<file path="src/rtl/game_pkg.sv">
`default_nettype none
// ============================================================================
//  Module   : game_pkg
//  Brief    : Shared game-state encodings, winner codes and helpers for every
//             block that decodes the global game_state bus.
//  Revision : 1.0  initial release
// ============================================================================
package game_pkg;

    // START must stay 3'b000: the start overlay drawer decodes it directly
    typedef enum logic [2:0] {
        START     = 3'b000,
        COUNTDOWN = 3'b001,
        PLAY      = 3'b010,
        PAUSE     = 3'b011,
        OVER      = 3'b100
    } game_state_t;

    localparam logic [1:0] WINNER_NONE = 2'b00;
    localparam logic [1:0] WINNER_P1   = 2'b01;
    localparam logic [1:0] WINNER_P2   = 2'b10;
    localparam logic [1:0] WINNER_DRAW = 2'b11;

    // Larger of two integers, used for sizing shared counters
    function automatic int max_int(input int a, input int b);
        return (a > b) ? a : b;
    endfunction

endpackage
`default_nettype wire

</file>
<file path="src/rtl/rise_detect.sv">
`default_nettype none
// ============================================================================
//  Module   : rise_detect
//  Brief    : Single-register rising-edge detector. The history register
//             resets to RST_VAL so an input held high through reset (with
//             RST_VAL = 1) does not produce a pulse after release.
//  Revision : 1.0  initial release
// ============================================================================
module rise_detect #(
    parameter logic RST_VAL = 1'b1
) (
    input  logic clk,
    input  logic rst_n,
    input  logic d,
    output logic pulse
);

    logic r_q;

    // One-cycle history of the input
    always_ff @(posedge clk or negedge rst_n) begin
        if (!rst_n) begin
            r_q <= RST_VAL;
        end else begin
            r_q <= d;
        end
    end

    assign pulse = d & ~r_q;

endmodule
`default_nettype wire

</file>
<file path="src/rtl/game_ctrl.sv">
`default_nettype none
// ============================================================================
//  Module   : game_ctrl
//  Brief    : Top-level game sequencer. Turns key and game-logic events into
//             the global game_state bus, gates gameplay with play_en and runs
//             the frame-counted countdown and game-over hold timer.
//  Revision : 1.0  initial release
// ============================================================================
module game_ctrl
    import game_pkg::*;
#(
    parameter int FRAMES_PER_SEC = 60,
    parameter int COUNT_SECS     = 3,
    parameter int OVER_SECS      = 5
) (
    input  logic                              clk,
    input  logic                              rst_n,
    input  logic                              enter,
    input  logic                              esc,
    input  logic                              vblnk,
    input  logic                              p1_dead,
    input  logic                              p2_dead,
    output logic [2:0]                        game_state,
    output logic                              play_en,
    output logic [$clog2(COUNT_SECS+1)-1:0]   countdown,
    output logic [1:0]                        winner,
    output logic                              state_chg
);

    // A single-frame second still needs a 1-bit frame counter
    localparam int FRAME_W = (FRAMES_PER_SEC > 1) ? $clog2(FRAMES_PER_SEC) : 1;
    localparam int SEC_W   = $clog2(max_int(COUNT_SECS, OVER_SECS) + 1);
    localparam int CD_W    = $clog2(COUNT_SECS + 1);

    localparam logic [FRAME_W-1:0] C_FRAME_LAST = FRAME_W'(FRAMES_PER_SEC - 1);
    localparam logic [SEC_W-1:0]   C_COUNT_LOAD = SEC_W'(COUNT_SECS);
    localparam logic [SEC_W-1:0]   C_OVER_LOAD  = SEC_W'(OVER_SECS);
    localparam logic [SEC_W-1:0]   C_SEC_ONE    = SEC_W'(1);

    logic w_enter_p;
    logic w_esc_p;
    logic w_tick;

    game_state_t        r_state;
    game_state_t        w_next;
    logic               r_state_chg;
    logic               r_play_en;
    logic [1:0]         r_winner;
    logic [1:0]         w_dead_winner;

    logic [FRAME_W-1:0] r_frame_cnt;
    logic [SEC_W-1:0]   r_sec_cnt;
    logic               w_roll;
    logic               w_expire;

    rise_detect #(.RST_VAL(1'b1)) u_enter_edge (
        .clk   (clk),
        .rst_n (rst_n),
        .d     (enter),
        .pulse (w_enter_p)
    );

    rise_detect #(.RST_VAL(1'b1)) u_esc_edge (
        .clk   (clk),
        .rst_n (rst_n),
        .d     (esc),
        .pulse (w_esc_p)
    );

    rise_detect #(.RST_VAL(1'b1)) u_vblnk_edge (
        .clk   (clk),
        .rst_n (rst_n),
        .d     (vblnk),
        .pulse (w_tick)
    );

    // A second rolls over on the tick that completes its last frame;
    // the timer expires when that rollover finishes the final second
    assign w_roll   = w_tick & (r_frame_cnt == C_FRAME_LAST);
    assign w_expire = w_roll & (r_sec_cnt <= C_SEC_ONE);

    // Winner code is the player left standing; both dead is a draw
    assign w_dead_winner = (p1_dead & p2_dead) ? WINNER_DRAW :
                           p1_dead             ? WINNER_P2   : WINNER_P1;

    // Next-state selection; death outranks Esc in PLAY, Esc outranks Enter in PAUSE
    always_comb begin
        w_next = r_state;
        case (r_state)
            START:     if (w_enter_p) w_next = COUNTDOWN;
            COUNTDOWN: if (w_expire)  w_next = PLAY;
            PLAY: begin
                if (p1_dead | p2_dead) w_next = OVER;
                else if (w_esc_p)      w_next = PAUSE;
            end
            PAUSE: begin
                if (w_esc_p)        w_next = PLAY;
                else if (w_enter_p) w_next = START;
            end
            OVER:      if (w_enter_p | w_expire) w_next = START;
            default:   w_next = START;
        endcase
    end

    // State register with registered change pulse, play gate and winner latch
    always_ff @(posedge clk or negedge rst_n) begin
        if (!rst_n) begin
            r_state     <= START;
            r_state_chg <= 1'b0;
            r_play_en   <= 1'b0;
            r_winner    <= WINNER_NONE;
        end else begin
            r_state     <= w_next;
            r_state_chg <= (w_next != r_state);
            r_play_en   <= (w_next == PLAY);
            if ((r_state == PLAY) && (w_next == OVER)) begin
                r_winner <= w_dead_winner;
            end else if (w_next == START) begin
                r_winner <= WINNER_NONE;
            end
        end
    end

    // Shared seconds/frames timer: loaded on entry to COUNTDOWN or OVER,
    // counts ticks while there, and parks at zero everywhere else
    always_ff @(posedge clk or negedge rst_n) begin
        if (!rst_n) begin
            r_frame_cnt <= '0;
            r_sec_cnt   <= '0;
        end else if (w_next != r_state) begin
            r_frame_cnt <= '0;
            case (w_next)
                COUNTDOWN: r_sec_cnt <= C_COUNT_LOAD;
                OVER:      r_sec_cnt <= C_OVER_LOAD;
                default:   r_sec_cnt <= '0;
            endcase
        end else if ((r_state == COUNTDOWN) || (r_state == OVER)) begin
            if (w_roll) begin
                r_frame_cnt <= '0;
                if (r_sec_cnt != '0) begin
                    r_sec_cnt <= r_sec_cnt - 1'b1;
                end
            end else if (w_tick) begin
                r_frame_cnt <= r_frame_cnt + 1'b1;
            end
        end else begin
            r_frame_cnt <= '0;
            r_sec_cnt   <= '0;
        end
    end

    assign game_state = r_state;
    assign play_en    = r_play_en;
    assign winner     = r_winner;
    assign state_chg  = r_state_chg;
    assign countdown  = (r_state == COUNTDOWN) ? r_sec_cnt[CD_W-1:0] : '0;

endmodule
`default_nettype wire

</file>
<file path="config.mk">
export PLATFORM = sky130hd
export DESIGN_NAME = game_ctrl
export DESIGN_NICKNAME = d
export VERILOG_FILES = /design/src/rtl/game_pkg.sv /design/src/rtl/rise_detect.sv /design/src/rtl/game_ctrl.sv
export SDC_FILE = /design/constraint.sdc
export NUM_CORES = 1
export LEC_CHECK = 0
export CELL_PAD_IN_SITES_DETAIL_PLACEMENT = 0
export CELL_PAD_IN_SITES_GLOBAL_PLACEMENT = 1
export CORE_ASPECT_RATIO = 1.1
export CORE_MARGIN = 3
export CORE_UTILIZATION = 36
export DETAILED_ROUTE_END_ITERATION = 6
export HOLD_SLACK_MARGIN = 0.1
export PLACE_DENSITY_LB_ADDON = 0.05
export SLEW_MARGIN = 20
export SYNTH_ARGS = -nofsm -noshare
export SYNTH_HDL_FRONTEND = slang
export SYNTH_SLANG_ARGS = --single-unit
</file>
<file path="constraint.sdc">
create_clock -name clk -period 1.75 [get_ports clk]
set_input_delay 0.35 -clock clk [delete_from_list [all_inputs] [get_ports clk]]
set_output_delay 0.35 -clock clk [all_outputs]
set_load 0.005 [all_outputs]
</file>
==> flow_summary.rst, run 1 <==
.. list-table::
   :header-rows: 1

   * - Metric
     - Value
   * - Count of endpoints failing hold in the final timing report
     - 0
   * - TritonCTS buffer count
     - 3
   * - Number of unique standard cell types used by synthesis
     - 39
   * - Outcome
     - finished, final reports clean
   * - Post-DP HPWL
     - 1870 um
   * - Most area-consuming cells after synthesis
     - sky130_fd_sc_hd__dfrtp_1 (39%), sky130_fd_sc_hd__dfstp_2 (7.6%), sky130_fd_sc_hd__ha_1 (4.8%)
   * - R2r worst-path depth
     - 5
   * - RSZ-0062 raised after global routing
     - yes
   * - Placed Instances
     - 169
   * - Final antenna-violating net count
     - 0
   * - Timing-limited maximum frequency
     - 587 MHz
   * - Antenna violations before repair
     - 0
   * - Leakage
     - 0.750 nW
   * - CTS clock-pin slew for the worst setup and hold paths
     - 110 ps
   * - First DRT Iteration DRCs
     - 9
   * - Number of placed I/O pins
     - 16
   * - Initial DRT Pass Iterations
     - 4
   * - Largest voltage drop on the vdd net
     - 555 uV
   * - Most instantiated flip-flop cell in the synthesis netlist
     - sky130_fd_sc_hd__dfrtp_1
   * - Headroom to the max-slew limit
     - 0.716
   * - Total wire length
     - 2390 um
   * - DRC errors left
     - 0
   * - Cell type with the highest aggregate area in the netlist
     - sky130_fd_sc_hd__dfrtp_1
   * - Crit path time final
     - 1700 ps
   * - Routed length per placed instance
     - 13.5 um
   * - Vias in the first global route
     - 941
   * - Post-layout net count
     - 158
   * - Routed via count
     - 898
   * - Critical R2R Launch
     - game_state[0]
   * - Endpoint kind of the worst setup timing path
     - flop
   * - Wire length of the first global-routing pass
     - 4150 um
   * - Insertion delay to the later sink of the worst-skew pair
     - 300 ps
   * - TritonCTS clock tree
     - done
   * - Maximum number of pins on one net before global-route repair
     - 13
   * - FF+latch count, synth
     - 19
   * - Cell area power density
     - 813 nW/um^2
   * - Total global routing track utilization
     - 0.148
   * - Non-filler instance count after layout
     - 177
   * - Total die area
     - 3570 um^2
   * - Core area
     - 2620 um^2
   * - Critical path required time
     - 2000 ps
   * - Placed instance area
     - 1400 um^2
   * - Maximum net fanout on the critical path
     - 4
   * - Count of pins over their slew limit
     - 0
   * - Die Width
     - 57.2 um
   * - Number of synthesized flops with an enable pin
     - 0
   * - Async S/R FF share, synth
     - 1.00
   * - R2R Setup Slk
     - 50 ps
   * - Share of the yosys chip area belonging to registers
     - 0.461
   * - Total non-filler cell area in the finished layout
     - 1540 um^2
   * - Launching element type of the critical path
     - flop
   * - Relative area change from synthesis to final layout
     - 48.1%
   * - Pin slew with the least headroom to its limit
     - 419 ps
   * - Cells after synthesis
     - 100
   * - Grt ovf
     - 0
   * - Number of warnings printed during yosys synthesis
     - 0
   * - Number of maximum-capacitance violations
     - 0
   * - Row count
     - 19
   * - Global placement routability congestion
     - 0.769
   * - Number of vias per cell
     - 5.07
   * - Total nets after synthesis
     - 111
   * - Starting density of the core
     - 0.397
   * - Cell at the root of the clock tree
     - sky130_fd_sc_hd__clkbuf_4
   * - Diode insertion count for antenna repair
     - 0
   * - Clock tree sinks
     - 19
   * - Yosys top cell area share
     - 0.386
   * - Capture point of the critical path
     - winner[0]
   * - Chip height
     - 62.3 um
   * - Critical path arrival
     - 1950 ps
   * - Bufs on Longest Clock Path
     - 2
   * - Worst hold path type
     - in2async
   * - Worst Skew
     - 5.95 ps
   * - Fill cell count
     - 235
   * - Post-synthesis cell area
     - 1040 um^2
   * - Share of the cycle needed by the critical path after routing
     - 0.973
   * - Crit Reg-Reg Endpoint
     - winner[0]
   * - Class of the most critical setup path
     - reg2reg
   * - Area taken by flip-flops and latches
     - 479 um^2
   * - Number of endpoints failing setup at the final stage
     - 0
   * - Number of hold buffers added after cts
     - 0
   * - Mapped Avg Cell Area
     - 10.4 um^2
   * - Area of the multi-input gates
     - 593 um^2
   * - Layout cell share with drive strength beyond 1
     - 0.411
   * - I/O Buffers
     - 15
   * - CTS H-Tree Depth
     - 1
   * - Start point of the critical path
     - game_state[0]
==> report_power, final <==
part	internal, W	switching [W]
Clock	0.0000887	0.000138
Sequential	0.000520	0.0000664
Combinational	0.000248	0.000189
==> repair_timing <==
action	in CTS	in global routing
pin swaps	4	5
resized for setup	11	17
buffers inserted	2	2
setup endpoints to repair	4	9
==> cell usage in the layout, fill, tap and decap left out, types with 3 or more instances in the layout <==
master / n
sky130_fd_sc_hd__nand2b_1: 3
sky130_fd_sc_hd__nor2_1: 10
sky130_fd_sc_hd__a21oi_1: 5
sky130_fd_sc_hd__nand2_1: 9
sky130_fd_sc_hd__clkbuf_4: 3
sky130_fd_sc_hd__buf_6: 3
sky130_fd_sc_hd__clkdlybuf4s50_1: 11
sky130_fd_sc_hd__dfstp_2: 3
sky130_fd_sc_hd__dfrtp_1: 16
sky130_fd_sc_hd__inv_1: 5
sky130_fd_sc_hd__buf_4: 27
==> cell type report <==
class | instances | area share
multi-input cells | 72 | 0.386
flip-flops and latches | 19 | 0.312
repair buffers | 45 | 0.246
well taps | 31 | 0.0252
clock buffers | 4 | 0.0171
inverters | 6 | 0.0146
==> metrics by stage <==
stage | setup WS (ps) | TNS (ps) | hold WS (ps) | power [W] | utilization
floorplan | 2.05 | 0 | 54.4 | 0.000819 | -
global placement | -208 | -1630 | 484 | 0.000996 | 0.536
detailed placement | -228 | -1830 | 500 | 0.00100 | 0.536
CTS | 0.0940 | 0 | 332 | 0.00122 | 0.556
global route | -10.8 | -26.5 | 355 | 0.00134 | 0.588
finish | 47.9 | 0 | 330 | 0.00125 | 0.588
==> worst max-delay path: stages (launching register included) <==
cell                      delay (ps)
sky130_fd_sc_hd__dfrtp_1         420
sky130_fd_sc_hd__buf_4           160
sky130_fd_sc_hd__or4b_4          550
sky130_fd_sc_hd__o311a_4         340
sky130_fd_sc_hd__nand3_2          70
sky130_fd_sc_hd__a32o_2          120
==> flip-flops by register name, summed over array words and instances, names as in the netlist <==
signal            flops
r_frame_cnt           6
game_state            3
r_sec_cnt             3
winner                2
play_en               1
state_chg             1
u_enter_edge.r_q      1
u_esc_edge.r_q        1
u_vblnk_edge.r_q      1
==> synthesized netlist by cell type (2+ instances only) <==
cell type                  instances
sky130_fd_sc_hd__o311ai_1          2
sky130_fd_sc_hd__xnor2_1           2
sky130_fd_sc_hd__ha_1              4
sky130_fd_sc_hd__a32o_2            2
sky130_fd_sc_hd__nand3_1           2
sky130_fd_sc_hd__and2_1            2
sky130_fd_sc_hd__a21o_1            2
sky130_fd_sc_hd__buf_6             2
sky130_fd_sc_hd__inv_1             6
sky130_fd_sc_hd__nand2b_1          3
sky130_fd_sc_hd__nor2_1           10
sky130_fd_sc_hd__dfstp_2           3
sky130_fd_sc_hd__a21oi_1           6
sky130_fd_sc_hd__xor2_1            2
sky130_fd_sc_hd__dfrtp_1          16
sky130_fd_sc_hd__nor3_1            2
sky130_fd_sc_hd__nand3b_1          2
sky130_fd_sc_hd__o31ai_1           3
sky130_fd_sc_hd__nand2_1           9
==> worst min path at each step <==
stage / from / endpoint / slack, ps / cells past startpoint
4_1_cts: rst_n / play_en / 330 / 1
5_1_grt: rst_n / play_en / 360 / 1
2_1_floorplan: rst_n / game_state[0] / 50 / 0
6_report: rst_n / play_en / 330 / 1
3_3_place_gp: winner[1] / winner[1] / 480 / 1
3_5_place_dp: winner[0] / winner[0] / 500 / 1
==> cell families (layout without fill, tap and decap cells) <==
kind of cell,after synthesis,in the layout,synth area share
AND/OR/NAND/NOR,43,43,0.254
AO/OA/AOI/OAI,21,21,0.155
flip-flops,19,19,0.461
buffers and inverters,9,55,0.0470
adder cells (fa/ha/maj),4,4,0.0482
XOR/XNOR,4,4,0.0337
==> routing by layer <==
metal | vias up | part of all wire | routed length, um | track usage
met5 | - | 0 | 0 | 0
met4 | 0 | 0.016 | 38 | 0.0783
met3 | 4 | 0.032 | 77 | 0.0248
met2 | 13 | 0.52 | 1240 | 0.254
met1 | 426 | 0.43 | 1030 | 0.171
li1 | 455 | - | - | -
No activity file was read; power rests on OpenSTA's default activity.
==> run 2, diff against run 1 <==
--- a/config.mk
+++ b/config.mk
@@ -9,11 +9,12 @@
 export CELL_PAD_IN_SITES_GLOBAL_PLACEMENT = 1
 export CORE_ASPECT_RATIO = 1.1
 export CORE_MARGIN = 3
-export CORE_UTILIZATION = 36
+export CORE_UTILIZATION = 37
 export DETAILED_ROUTE_END_ITERATION = 6
 export HOLD_SLACK_MARGIN = 0.1
 export PLACE_DENSITY_LB_ADDON = 0.05
 export SLEW_MARGIN = 20
 export SYNTH_ARGS = -nofsm -noshare
 export SYNTH_HDL_FRONTEND = slang
+export SYNTH_HIERARCHICAL = 1
 export SYNTH_SLANG_ARGS = --single-unit
==> run 2 against run 1 <==
Against the previous run:
- via count decreased by 2.8%
- critical path depth increased by 1
- synthesized cell count decreased by 5.0%
- register-to-register slack lost 60 ps
- routed wire length increased by 5.9%
- design area increased by 2.8%
- the flow now finishes with violations (negative setup slack)
- total power rose by 23%
- worst hold slack worse by 37 ps
- sequential share of layout area down 0.60 points
- critical path type unchanged
- final cell count is 1.7% lower
- fmax is 3.3% lower
==> flow_summary.rst, run 2 <==
.. list-table::
   :header-rows: 1

   * - Metric
     - Value
   * - Place WS
     - -410 ps
   * - Crit path time final
     - 1760 ps
   * - Pin slew with the least headroom to its limit
     - 462 ps
   * - Core area
     - 2640 um^2
   * - Class of the most critical setup path
     - reg2reg
   * - Row count
     - 19
   * - Global placement routability congestion
     - 0.808
   * - Critical path required time
     - 1950 ps
   * - Post-route worst setup slack
     - -9.45 ps
   * - Number of vias per cell
     - 5.02
   * - Cell type with the highest aggregate area in the netlist
     - sky130_fd_sc_hd__dfrtp_1
   * - Critical path, cell by cell
     - nor2b_4, or3b_4, a21oi_4, nand2b_4, or2_4, o22a_1
   * - Maximum net fanout on the critical path
     - 3
   * - Vias in the first global route
     - 922
   * - Relative area change from synthesis to final layout
     - 47.2%
   * - CTS clock-pin slew for the worst setup and hold paths
     - 110 ps
   * - Starting density of the core
     - 0.407
   * - Share of the yosys chip area belonging to registers
     - 0.446
   * - Number of endpoints failing setup at the final stage
     - 2
   * - Worst Skew
     - 6.83 ps
   * - Post-synthesis cell area
     - 1070 um^2
   * - Count of pins over their slew limit
     - 0
   * - Max stage delay cell, worst path
     - sky130_fd_sc_hd__dfstp_2
   * - Post-layout net count
     - 155
   * - FF+latch count, synth
     - 19
   * - TritonCTS clock tree
     - done
   * - Total wire length
     - 2530 um
   * - Count of endpoints failing hold in the final timing report
     - 0
   * - Most flop-heavy register
     - r_frame_cnt
   * - Launching element type of the critical path
     - flop
   * - Hold_ws
     - 293 ps
   * - Max FFs per register
     - 6
   * - R2r worst-path depth
     - 6
   * - Yosys top cell area share
     - 0.373
   * - Worst stage delay on the critical path
     - 560 ps
   * - Layout cell share with drive strength beyond 1
     - 0.448
   * - Worst hold path type
     - in2reg
   * - Fill cell count
     - 225
   * - Largest voltage drop on the vdd net
     - 788 uV
   * - Critical path arrival
     - 1950 ps
   * - Total nets after synthesis
     - 106
   * - Async S/R FF share, synth
     - 1.00
   * - Final antenna-violating net count
     - 0
   * - Headroom to the max-slew limit
     - 0.689
   * - Number of synthesized flops with an enable pin
     - 0
   * - Insertion delay to the later sink of the worst-skew pair
     - 300 ps
   * - Total die area
     - 3580 um^2
   * - Most area-consuming cells after synthesis
     - sky130_fd_sc_hd__dfrtp_1 (37%), sky130_fd_sc_hd__dfstp_2 (7.3%), sky130_fd_sc_hd__ha_1 (4.7%)
   * - Most instantiated cells after synthesis
     - sky130_fd_sc_hd__dfrtp_1 (16), sky130_fd_sc_hd__nor2_1 (13), sky130_fd_sc_hd__inv_1 (5), sky130_fd_sc_hd__ha_1 (4)
   * - Number of warnings printed during yosys synthesis
     - 6
   * - Failing checks
     - negative setup slack
   * - Initial DRT Pass Iterations
     - 4
   * - Total global routing track utilization
     - 0.151
   * - Most instantiated flip-flop cell in the synthesis netlist
     - sky130_fd_sc_hd__dfrtp_1
   * - Clock tree sinks
     - 19
   * - Cell at the root of the clock tree
     - sky130_fd_sc_hd__clkbuf_4
   * - Cell area power density
     - 971 nW/um^2
   * - I/O Buffers
     - 15
   * - CTS H-Tree Depth
     - 1
   * - Wire length of the first global-routing pass
     - 4230 um
   * - Most frequently used cell type in the post-synthesis netlist
     - sky130_fd_sc_hd__dfrtp_1
   * - TritonCTS buffer count
     - 3
   * - First DRT Iteration DRCs
     - 26
   * - Outcome
     - complete, but fails checks
   * - Diode insertion count for antenna repair
     - 0
   * - Number of maximum-capacitance violations
     - 0
   * - Timing-limited maximum frequency
     - 568 MHz
   * - Share of the cycle needed by the critical path after routing
     - 1.01
   * - Final Total Pwr
     - 0.00153 W
   * - Highest-count cells in the layout ignoring fill and taps
     - sky130_fd_sc_hd__buf_4 (29), sky130_fd_sc_hd__dfrtp_1 (13), sky130_fd_sc_hd__nor2_1 (11), sky130_fd_sc_hd__clkdlybuf4s50_1 (11)
   * - Endpoint kind of the worst setup timing path
     - flop
   * - Leakage
     - 0.763 nW
   * - Bufs on Longest Clock Path
     - 2
   * - Number of unique standard cell types used by synthesis
     - 41
   * - RSZ-0062 raised after global routing
     - yes
   * - Mapped Avg Cell Area
     - 11.3 um^2
   * - DRC errors left
     - 0
   * - Total negative slack
     - -12.7 ps
   * - Number of placed I/O pins
     - 16
   * - Post-DP HPWL
     - 1780 um
   * - Maximum number of pins on one net before global-route repair
     - 20
   * - Die Width
     - 57.4 um
   * - Grt ovf
     - 0
   * - Leading cell type in the layout, fill and taps excluded
     - sky130_fd_sc_hd__buf_4
   * - Cells after synthesis
     - 95
   * - Routed via count
     - 873
   * - Antenna violations before repair
     - 0
   * - Hold path depth
     - 1
   * - Chip height
     - 62.5 um
   * - Routed length per placed instance
     - 14.5 um
==> run 2: changes by cell type after synthesis, sizes merged, moves of 3 or more <==
cell   previous run  this run
nand2             9         4
o31ai             3         0
o21ai             0         3
nor2b             1         4
nand3             3         0
nor2             10        13
==> run 2: repair_timing <==
item | in CTS | in global routing
gates resized for setup | 9 | 16
gates cloned | 0 | 0
pin swaps | 4 | 1
buffers inserted | 5 | 2
hold buffers | 0 | 0
endpoints found under the setup margin | 9 | 10
endpoints found under the hold margin | 0 | 0
==> run 2: kinds of logic after synthesis <==
group,Yosys count,synth area share
flops,19,0.446
xor+xnor,4,0.0326
buf+inv,7,0.0326
mux,2,0.0186
fa+ha+maj,4,0.0466
compound gates,17,0.138
simple gates,42,0.286
==> run 2: cell type report <==
class / count / area, um^2 / share of cell area
Multi-Input combinational cell: 69 / 628 / 0.397
Sequential cell: 19 / 483 / 0.306
Inverter: 5 / 18.8 / 0.0119
Timing Repair Buffer: 46 / 385 / 0.244
Clock buffer: 4 / 26.3 / 0.0166
Tap cell: 31 / 38.8 / 0.0245
==> run 2: routing by layer <==
metal	GRT usage	routed length, um	part of all wire	vias to the layer above
met2	0.243	1270	0.50	18
li1	-	-	-	436
met4	0.0638	36	0.014	0
met5	0	0	0	-
met1	0.193	1140	0.45	415
met3	0.0310	86	0.034	4
==> run 2: critical path, delay by kind of cell, from the launching register on <==
kind,cells,cell delay (ps)
flip-flops,1,560
AO/OA/AOI/OAI,2,350
AND/OR/NAND/NOR,4,730
==> run 2: path summary, 6_finish.rpt <==
| check | start | end | slack, ps |
|---|---|---|---|
| setup / recovery | u_enter_edge/r_q | r_sec_cnt[1] | -9 |
| hold / removal | enter | u_enter_edge/r_q | 290 |
| setup reg to reg | u_enter_edge/r_q | r_sec_cnt[1] | -9 |
| hold reg to reg | winner[0] | winner[0] | 520 |
| max in group asynchronous | rst_n | u_vblnk_edge/r_q | 1110 |
| min in group asynchronous | rst_n | play_en | 370 |
==> run 2: report_power, final <==
group	total, W	internal (W)	switching [W]	leakage [nW]
clock	0.000228	0.0000888	0.000139	0.0150
sequential	0.000600	0.000525	0.0000745	0.236
combinational	0.000707	0.000413	0.000295	0.511
==> run 2: metrics by stage <==
step,area [um^2],utilization,std cells
after floorplan,1070,-,95
after global placement,1430,0.541,163
after detailed placement,1430,0.541,163
after CTS,1500,0.567,172
after global routing,1580,0.599,174
final,1580,0.599,174
